**config.mk**
```make
export PLATFORM = sky130hd
export DESIGN_NAME = sc_level_sequencer
export DESIGN_NICKNAME = d
export VERILOG_FILES = /design/src/rtl/sc_level_sequencer_pkg.sv /design/src/rtl/sc_gap_timer.sv /design/src/rtl/sc_level_sequencer.sv
export SDC_FILE = /design/constraint.sdc
export NUM_CORES = 1
export LEC_CHECK = 0
export ABC_AREA = 1
export ABC_CLOCK_PERIOD_IN_PS = 1400
export CORE_MARGIN = 5
export CORE_UTILIZATION = 40
export CTS_BUF_LIST = sky130_fd_sc_hd__clkbuf_4 sky130_fd_sc_hd__clkbuf_8 sky130_fd_sc_hd__clkbuf_16
export CTS_CLUSTER_DIAMETER = 40
export CTS_CLUSTER_SIZE = 30
export DETAILED_ROUTE_END_ITERATION = 12
export GPL_TIMING_DRIVEN = 0
export PLACE_DENSITY = 0.66
export SLEW_MARGIN = 20
export SYNTH_ARGS = -nofsm -noshare
export SYNTH_HDL_FRONTEND = slang
export SYNTH_SLANG_ARGS = --single-unit
```
**constraint.sdc**
```tcl
create_clock -name SC_LEVELSEQ_CLOCK_50 -period 1.4 [get_ports SC_LEVELSEQ_CLOCK_50]
set_input_delay 0.14 -clock SC_LEVELSEQ_CLOCK_50 [delete_from_list [all_inputs] [get_ports SC_LEVELSEQ_CLOCK_50]]
set_output_delay 0.14 -clock SC_LEVELSEQ_CLOCK_50 [all_outputs]
set_load 0.01 [all_outputs]
```
**src/rtl/sc_level_sequencer_pkg.sv**
```systemverilog
// Shared level/state constants for the level sequencer and the
// vehicle level machines that consume NVL and the CN strobe.
package sc_level_sequencer_pkg;

    localparam int NVL_W   = 2;
    localparam int LIVES_W = 2;
    localparam int WINS_W  = 4;
    localparam int GAP_W   = 8;

    localparam logic [NVL_W-1:0] NVL_MIN = 2'd0;
    localparam logic [NVL_W-1:0] NVL_MAX = 2'd3;

    typedef enum logic [3:0] {
        SC_ST_IDLE       = 4'd0,
        SC_ST_ARM        = 4'd1,
        SC_ST_LOAD       = 4'd2,
        SC_ST_RUN        = 4'd3,
        SC_ST_RELEASE    = 4'd4,
        SC_ST_GAP        = 4'd5,
        SC_ST_FINISH_REL = 4'd6,
        SC_ST_GAMEOVER   = 4'd7,
        SC_ST_VICTORY    = 4'd8
    } sc_levelseq_state_e;

    // CN is raised for exactly one cycle in each of these states
    function automatic logic sc_is_strobe_state(
        input sc_levelseq_state_e s
    );
        return (s == SC_ST_LOAD) ||
               (s == SC_ST_RELEASE) ||
               (s == SC_ST_FINISH_REL);
    endfunction

endpackage

```
**src/rtl/sc_gap_timer.sv**
```systemverilog
// Down-counter that times the CN-low gap before each level load.
// done is decoded from the register so it carries no input path.
module sc_gap_timer
    import sc_level_sequencer_pkg::*;
#(
    parameter int GAP_CYCLES = 4
) (
    input  logic SC_GAPTIMER_CLOCK_50,
    input  logic SC_GAPTIMER_RESET,
    input  logic SC_GAPTIMER_LOAD,
    input  logic SC_GAPTIMER_EN,
    output logic SC_GAPTIMER_DONE
);

    localparam logic [GAP_W-1:0] GAP_LOAD = GAP_W'(GAP_CYCLES);

    logic [GAP_W-1:0] count_q;

    always_ff @(posedge SC_GAPTIMER_CLOCK_50) begin
        if (SC_GAPTIMER_RESET) begin
            count_q <= '0;
        end else if (SC_GAPTIMER_LOAD) begin
            count_q <= GAP_LOAD;
        end else if (SC_GAPTIMER_EN && (count_q != '0)) begin
            count_q <= count_q - 1'b1;
        end
    end

    // Last counting cycle: the count reaches 0 on this edge
    assign SC_GAPTIMER_DONE = (count_q == GAP_W'(1));

endmodule

```
**src/rtl/sc_level_sequencer.sv**
```systemverilog
// Frogger level sequencer: lives, wins per level, level strobes
// and the end-of-game states driven to the vehicle level machines.
module sc_level_sequencer
    import sc_level_sequencer_pkg::*;
#(
    parameter int LIVES_INIT     = 3,
    parameter int WINS_PER_LEVEL = 2,
    parameter int GAP_CYCLES     = 4
) (
    input  logic               SC_LEVELSEQ_CLOCK_50,
    input  logic               SC_LEVELSEQ_RESET,
    input  logic               SC_LEVELSEQ_START_IN,
    input  logic               SC_LEVELSEQ_WIN_IN,
    input  logic               SC_LEVELSEQ_LOSE_IN,
    output logic [NVL_W-1:0]   SC_LEVELSEQ_NVL_OUT,
    output logic               SC_LEVELSEQ_CN_OUT,
    output logic [LIVES_W-1:0] SC_LEVELSEQ_LIVES_OUT,
    output logic               SC_LEVELSEQ_RUN_OUT,
    output logic               SC_LEVELSEQ_GAMEOVER_OUT,
    output logic               SC_LEVELSEQ_VICTORY_OUT
);

    localparam logic [LIVES_W-1:0] LIVES_LOAD = LIVES_W'(LIVES_INIT);
    localparam logic [WINS_W-1:0]  WINS_LAST  =
        WINS_W'(WINS_PER_LEVEL - 1);

    sc_levelseq_state_e state_q, state_nxt;

    logic [NVL_W-1:0]   nvl_q, nvl_nxt;
    logic [LIVES_W-1:0] lives_q, lives_nxt;
    logic [WINS_W-1:0]  wins_q, wins_nxt;

    logic gap_load;
    logic gap_en;
    logic gap_done;

    sc_gap_timer #(
        .GAP_CYCLES(GAP_CYCLES)
    ) u_gap_timer (
        .SC_GAPTIMER_CLOCK_50(SC_LEVELSEQ_CLOCK_50),
        .SC_GAPTIMER_RESET   (SC_LEVELSEQ_RESET),
        .SC_GAPTIMER_LOAD    (gap_load),
        .SC_GAPTIMER_EN      (gap_en),
        .SC_GAPTIMER_DONE    (gap_done)
    );

    always_ff @(posedge SC_LEVELSEQ_CLOCK_50) begin
        if (SC_LEVELSEQ_RESET) begin
            state_q <= SC_ST_IDLE;
            nvl_q   <= NVL_MIN;
            lives_q <= LIVES_LOAD;
            wins_q  <= '0;
        end else begin
            state_q <= state_nxt;
            nvl_q   <= nvl_nxt;
            lives_q <= lives_nxt;
            wins_q  <= wins_nxt;
        end
    end

    always_comb begin
        state_nxt = state_q;
        nvl_nxt   = nvl_q;
        lives_nxt = lives_q;
        wins_nxt  = wins_q;
        gap_load  = 1'b0;
        gap_en    = 1'b0;

        unique case (state_q)
            SC_ST_IDLE: begin
                if (SC_LEVELSEQ_START_IN) begin
                    gap_load  = 1'b1;
                    state_nxt = SC_ST_ARM;
                end
            end

            SC_ST_ARM,
            SC_ST_GAP: begin
                gap_en = 1'b1;
                if (gap_done) begin
                    state_nxt = SC_ST_LOAD;
                end
            end

            SC_ST_LOAD: begin
                state_nxt = SC_ST_RUN;
            end

            SC_ST_RUN: begin
                // A loss swallows any win arriving in the same cycle
                if (SC_LEVELSEQ_LOSE_IN) begin
                    if (lives_q != '0) begin
                        lives_nxt = lives_q - 1'b1;
                    end
                    if (lives_q <= LIVES_W'(1)) begin
                        state_nxt = SC_ST_FINISH_REL;
                    end
                end else if (SC_LEVELSEQ_WIN_IN) begin
                    if (wins_q >= WINS_LAST) begin
                        wins_nxt = '0;
                        if (nvl_q == NVL_MAX) begin
                            state_nxt = SC_ST_FINISH_REL;
                        end else begin
                            state_nxt = SC_ST_RELEASE;
                        end
                    end else begin
                        wins_nxt = wins_q + 1'b1;
                    end
                end
            end

            SC_ST_RELEASE: begin
                if (nvl_q != NVL_MAX) begin
                    nvl_nxt = nvl_q + 1'b1;
                end
                gap_load  = 1'b1;
                state_nxt = SC_ST_GAP;
            end

            SC_ST_FINISH_REL: begin
                // Lives only reach zero on the losing path
                if (lives_q == '0) begin
                    state_nxt = SC_ST_GAMEOVER;
                end else begin
                    state_nxt = SC_ST_VICTORY;
                end
            end

            SC_ST_GAMEOVER,
            SC_ST_VICTORY: begin
                if (SC_LEVELSEQ_START_IN) begin
                    nvl_nxt   = NVL_MIN;
                    lives_nxt = LIVES_LOAD;
                    wins_nxt  = '0;
                    gap_load  = 1'b1;
                    state_nxt = SC_ST_ARM;
                end
            end

            default: begin
                state_nxt = SC_ST_IDLE;
            end
        endcase
    end

    assign SC_LEVELSEQ_NVL_OUT      = nvl_q;
    assign SC_LEVELSEQ_LIVES_OUT    = lives_q;
    assign SC_LEVELSEQ_CN_OUT       = sc_is_strobe_state(state_q);
    assign SC_LEVELSEQ_RUN_OUT      = (state_q == SC_ST_RUN);
    assign SC_LEVELSEQ_GAMEOVER_OUT = (state_q == SC_ST_GAMEOVER);
    assign SC_LEVELSEQ_VICTORY_OUT  = (state_q == SC_ST_VICTORY);

endmodule

```
==> impl_metrics.ini, run 1 <==
[synth]
yosysSeqAreaShare_pct = 28.7
ys.flop_type = dfxtp_1
synthArstFlopShare_pct = 0
synth-seq-cells = 20
postSynthCellCount = 213
synth_area_leaders = dfxtp_1 (29%), nand2_1 (15%), ha_1 (8.1%), inv_1 (8.1%), nor2_1 (7.3%)
syn_area_sq_um = 1390
synth_commonest_cells = nand2_1 (57), inv_1 (30), nor2_1 (27)
yosysTopAreaCellShare_pct = 28.7
synth-edff-count = 0
yosysMostFrequentCell = nand2_1
yosysTopAreaCell = dfxtp_1
syn_nets = 227
syn_avg_cell_area_sq_um = 6.54
ys_warn_count = 0
yosysUniqueCellTypes = 26

[floorplanning]
fp.dieH_microns = 69.0
io_pins = 13
dieWidth_microns = 69.0
coreArea_sq_um = 3360
die-area_sq_um = 4770
initial_core_util_pct = 41.4
num_rows = 21

[critical_path]
crit_buf_inv = 1
r2r_cells = 5
cp-end-kind = flop
critical_path.cell_chain = buf_4 > nor3_4 > nand2_4 > or2_1 > a21oi_2
slowest_delay_ps = 390
required_ps = 1640
crit_slowest_cell = dfxtp_4
reg2reg_to = u_gap_timer.count_q[1]$_SDFFE_PP0P_
rrSetupSlack_ps = 60
path_max_fanout = 7
path_class = reg -> reg
critPathLaunchType = flop
regToRegStartpoint = state_q[1]$_SDFFE_PP0P_
arrival_ps = 1580
critical-path-top-delay-family = simple AND/OR/NAND/NOR gates

[clock_tree]
insertion_delay_ps = 310
cts_buffers = 3
clkSinkCount = 20
h-tree-depth = 1
cts_tree = yes
cts_hold_buf = 0
cts_max_path_buffers = 2
clk_pin_slew_worst_paths_ps = 130
cts_root_buf = clkbuf_4

[global_route]
grt-ovfl-total = 0
antenna_found_initial = 0
grt_max_degree = 13
grt_util_all_layers_pct = 12.6
grt_pass1_wl_mm = 5.12
grt_pass1_vias = 1257

[sta]
rsz0062_at_grt = true
setup_violations = 0
finalCritPeriodShare_pct = 95.6
fin_worst_skew_ps = 9.55
tightestPinTransition_ps = 276
drv_slew = 0
slew-limit-headroom_pct = 81.6
fmaxAchievable_mhz = 747
hold_ws_ps = 413
hold_violations = 0
period_needed_ps = 1340

[power]
p_leak_nw = 0.935
finalPower_mw = 3.76
p_per_area_nw_per_um2 = 2010
ir_drop_mv = 0.667

[routing]
vias = 1349
routed_wirelength_mm = 3.12
met1Wirelength_mm = 1.41
routed-wl-met3_microns = 57
dr_wl_met2_mm = 1.64
dr.first_iter.drc_count = 73
top_layer = met4
wl_per_cell_microns = 10.8
drc_errors = 0
vias_per_cell = 4.67
ant_nets = 0
drt_pass1_iterations = 4

[worst_hold_path]
hold_path.startpoint = SC_LEVELSEQ_RESET
hold_depth = 2
hp-class = in -> reg
min_to = state_q[3]$_SDFFE_PP0P_

[final_layout]
drive_above_1_share_pct = 30.9
ff_latch_area_sq_um = 425
num-fill-cells = 353
antenna_cells = 0
syn2layout_area_growth_pct = 34.3
multi_input_area_sq_um = 956
nNetsFinal = 258

[flow_run]
maxCapViolations = 0

[placed_design]
hpwl_mm = 2.16
numPortBuffers = 12
gp_congestion = 0.824

[run_status]
status = complete, no violations
## routing by layer
layer  up-vias  global-route usage [%]
li1        722                       -
met1       615                    15.4
met2        10                    22.5
met3         2                    1.74
met4         0                    4.34
met5         -                       0
## cell families after synthesis
family          synth area share, %
xor+xnor                       2.51
compound gates                 7.27
simple gates                   42.6
fa+ha+maj                      8.08
buf+inv                        10.8
flops                          28.7
## cell type report
| cell class | instances | share of cell area [%] |
|---|---|---|
| repair buffers | 26 | 11.6 |
| well taps | 46 | 3.07 |
| plain buffers | 2 | 1.20 |
| multi-input cells | 157 | 51.1 |
| flip-flops and latches | 20 | 22.7 |
| inverters | 34 | 7.49 |
| clock buffers | 3 | 1.20 |
| clock inverters | 1 | 1.60 |
## timing repair
item | in CTS | in global routing
pin swaps | 5 | 10
buffers inserted | 8 | 5
gates resized for setup | 31 | 39
setup endpoints to repair | 18 | 23
cloned | 0 | 1
## flip-flops by register name, summed over array words and instances, names as in the netlist
| signal | count |
|---|---|
| SC_LEVELSEQ_LIVES_OUT | 2 |
| u_gap_timer.count_q | 8 |
| wins_q | 4 |
| state_q | 4 |
| SC_LEVELSEQ_NVL_OUT | 2 |
## how the worst max path moves through the flow
stage,from,endpoint,slack (ps),depth (start not counted)
floorplan,u_gap_timer.count_q[0]$_SDFFE_PP0P_,u_gap_timer.count_q[1]$_SDFFE_PP0P_,90,7
global placement,state_q[1]$_SDFFE_PP0P_,SC_LEVELSEQ_RUN_OUT,-150,5
detailed placement,state_q[1]$_SDFFE_PP0P_,SC_LEVELSEQ_RUN_OUT,-150,5
CTS,state_q[3]$_SDFFE_PP0P_,SC_LEVELSEQ_RUN_OUT,-20,4
global route,state_q[0]$_SDFFE_PP0P_,wins_q[1]$_SDFFE_PP0P_,-30,9
finish,state_q[1]$_SDFFE_PP0P_,u_gap_timer.count_q[1]$_SDFFE_PP0P_,60,5
## metrics by stage
step                util, %  worst slack [ps]  cells  TNS [ps]  instance area (sq um)
floorplan                 -              94.9    213         0                   1390
global placement       46.7              -150    271      -499                   1570
detailed placement     46.7              -154    271      -613                   1570
CTS                    51.7             -20.7    283     -24.1                   1740
global route           55.7             -29.8    289     -86.5                   1870
finish                 55.7              62.1    289         0                   1870
## report_power, final
part	internal [mW]	leakage [nW]	switching [mW]
Sequential	0.756	0.167	0.189
Clock	0.289	0.0279	0.198
Combinational	1.03	0.740	1.29
Total	2.08	0.935	1.68
## cell usage in the layout, fill, tap and decap left out
| cell | instances |
|---|---|
| nand3b_1 | 2 |
| nand3_1 | 15 |
| nor3b_4 | 1 |
| inv_2 | 3 |
| and3_2 | 1 |
| buf_12 | 1 |
| a21oi_1 | 10 |
| nand3_4 | 1 |
| inv_1 | 26 |
| dlymetal6s2s_1 | 2 |
| dlygate4sd2_1 | 2 |
| buf_6 | 2 |
| o21ai_2 | 1 |
| or2_1 | 1 |
| clkdlybuf4s50_1 | 4 |
| dfxtp_1 | 10 |
| xor2_1 | 2 |
| nand4_1 | 3 |
| clkbuf_2 | 2 |
| nor3_4 | 1 |
| ha_4 | 1 |
| dfxtp_4 | 5 |
| nand2_1 | 51 |
| a21oi_2 | 5 |
| a211oi_1 | 1 |
| buf_4 | 12 |
| ha_1 | 8 |
| nor3_1 | 1 |
| dfxtp_2 | 5 |
| xnor2_1 | 2 |
| inv_4 | 5 |
| clkbuf_4 | 3 |
| buf_2 | 3 |
| o21ai_0 | 2 |
| nor2_1 | 26 |
| bufinv_16 | 1 |
| nand2_4 | 7 |
| nor2_4 | 3 |
| nand3_2 | 5 |
| nand2_2 | 7 |
Power figures use the tool's default switching activity.
==> inputs of run 2 (changes only) <==
GPL_ROUTABILITY_DRIVEN = 0   (was not set)
==> results of run 2 <==
Final layout, timing and power as in run 1 (identical DEF).
==> inputs of run 3 (changes only) <==
SLEW_MARGIN = not set   (was 20)
==> results of run 3 <==
Final layout, timing and power as in run 1 (identical DEF).
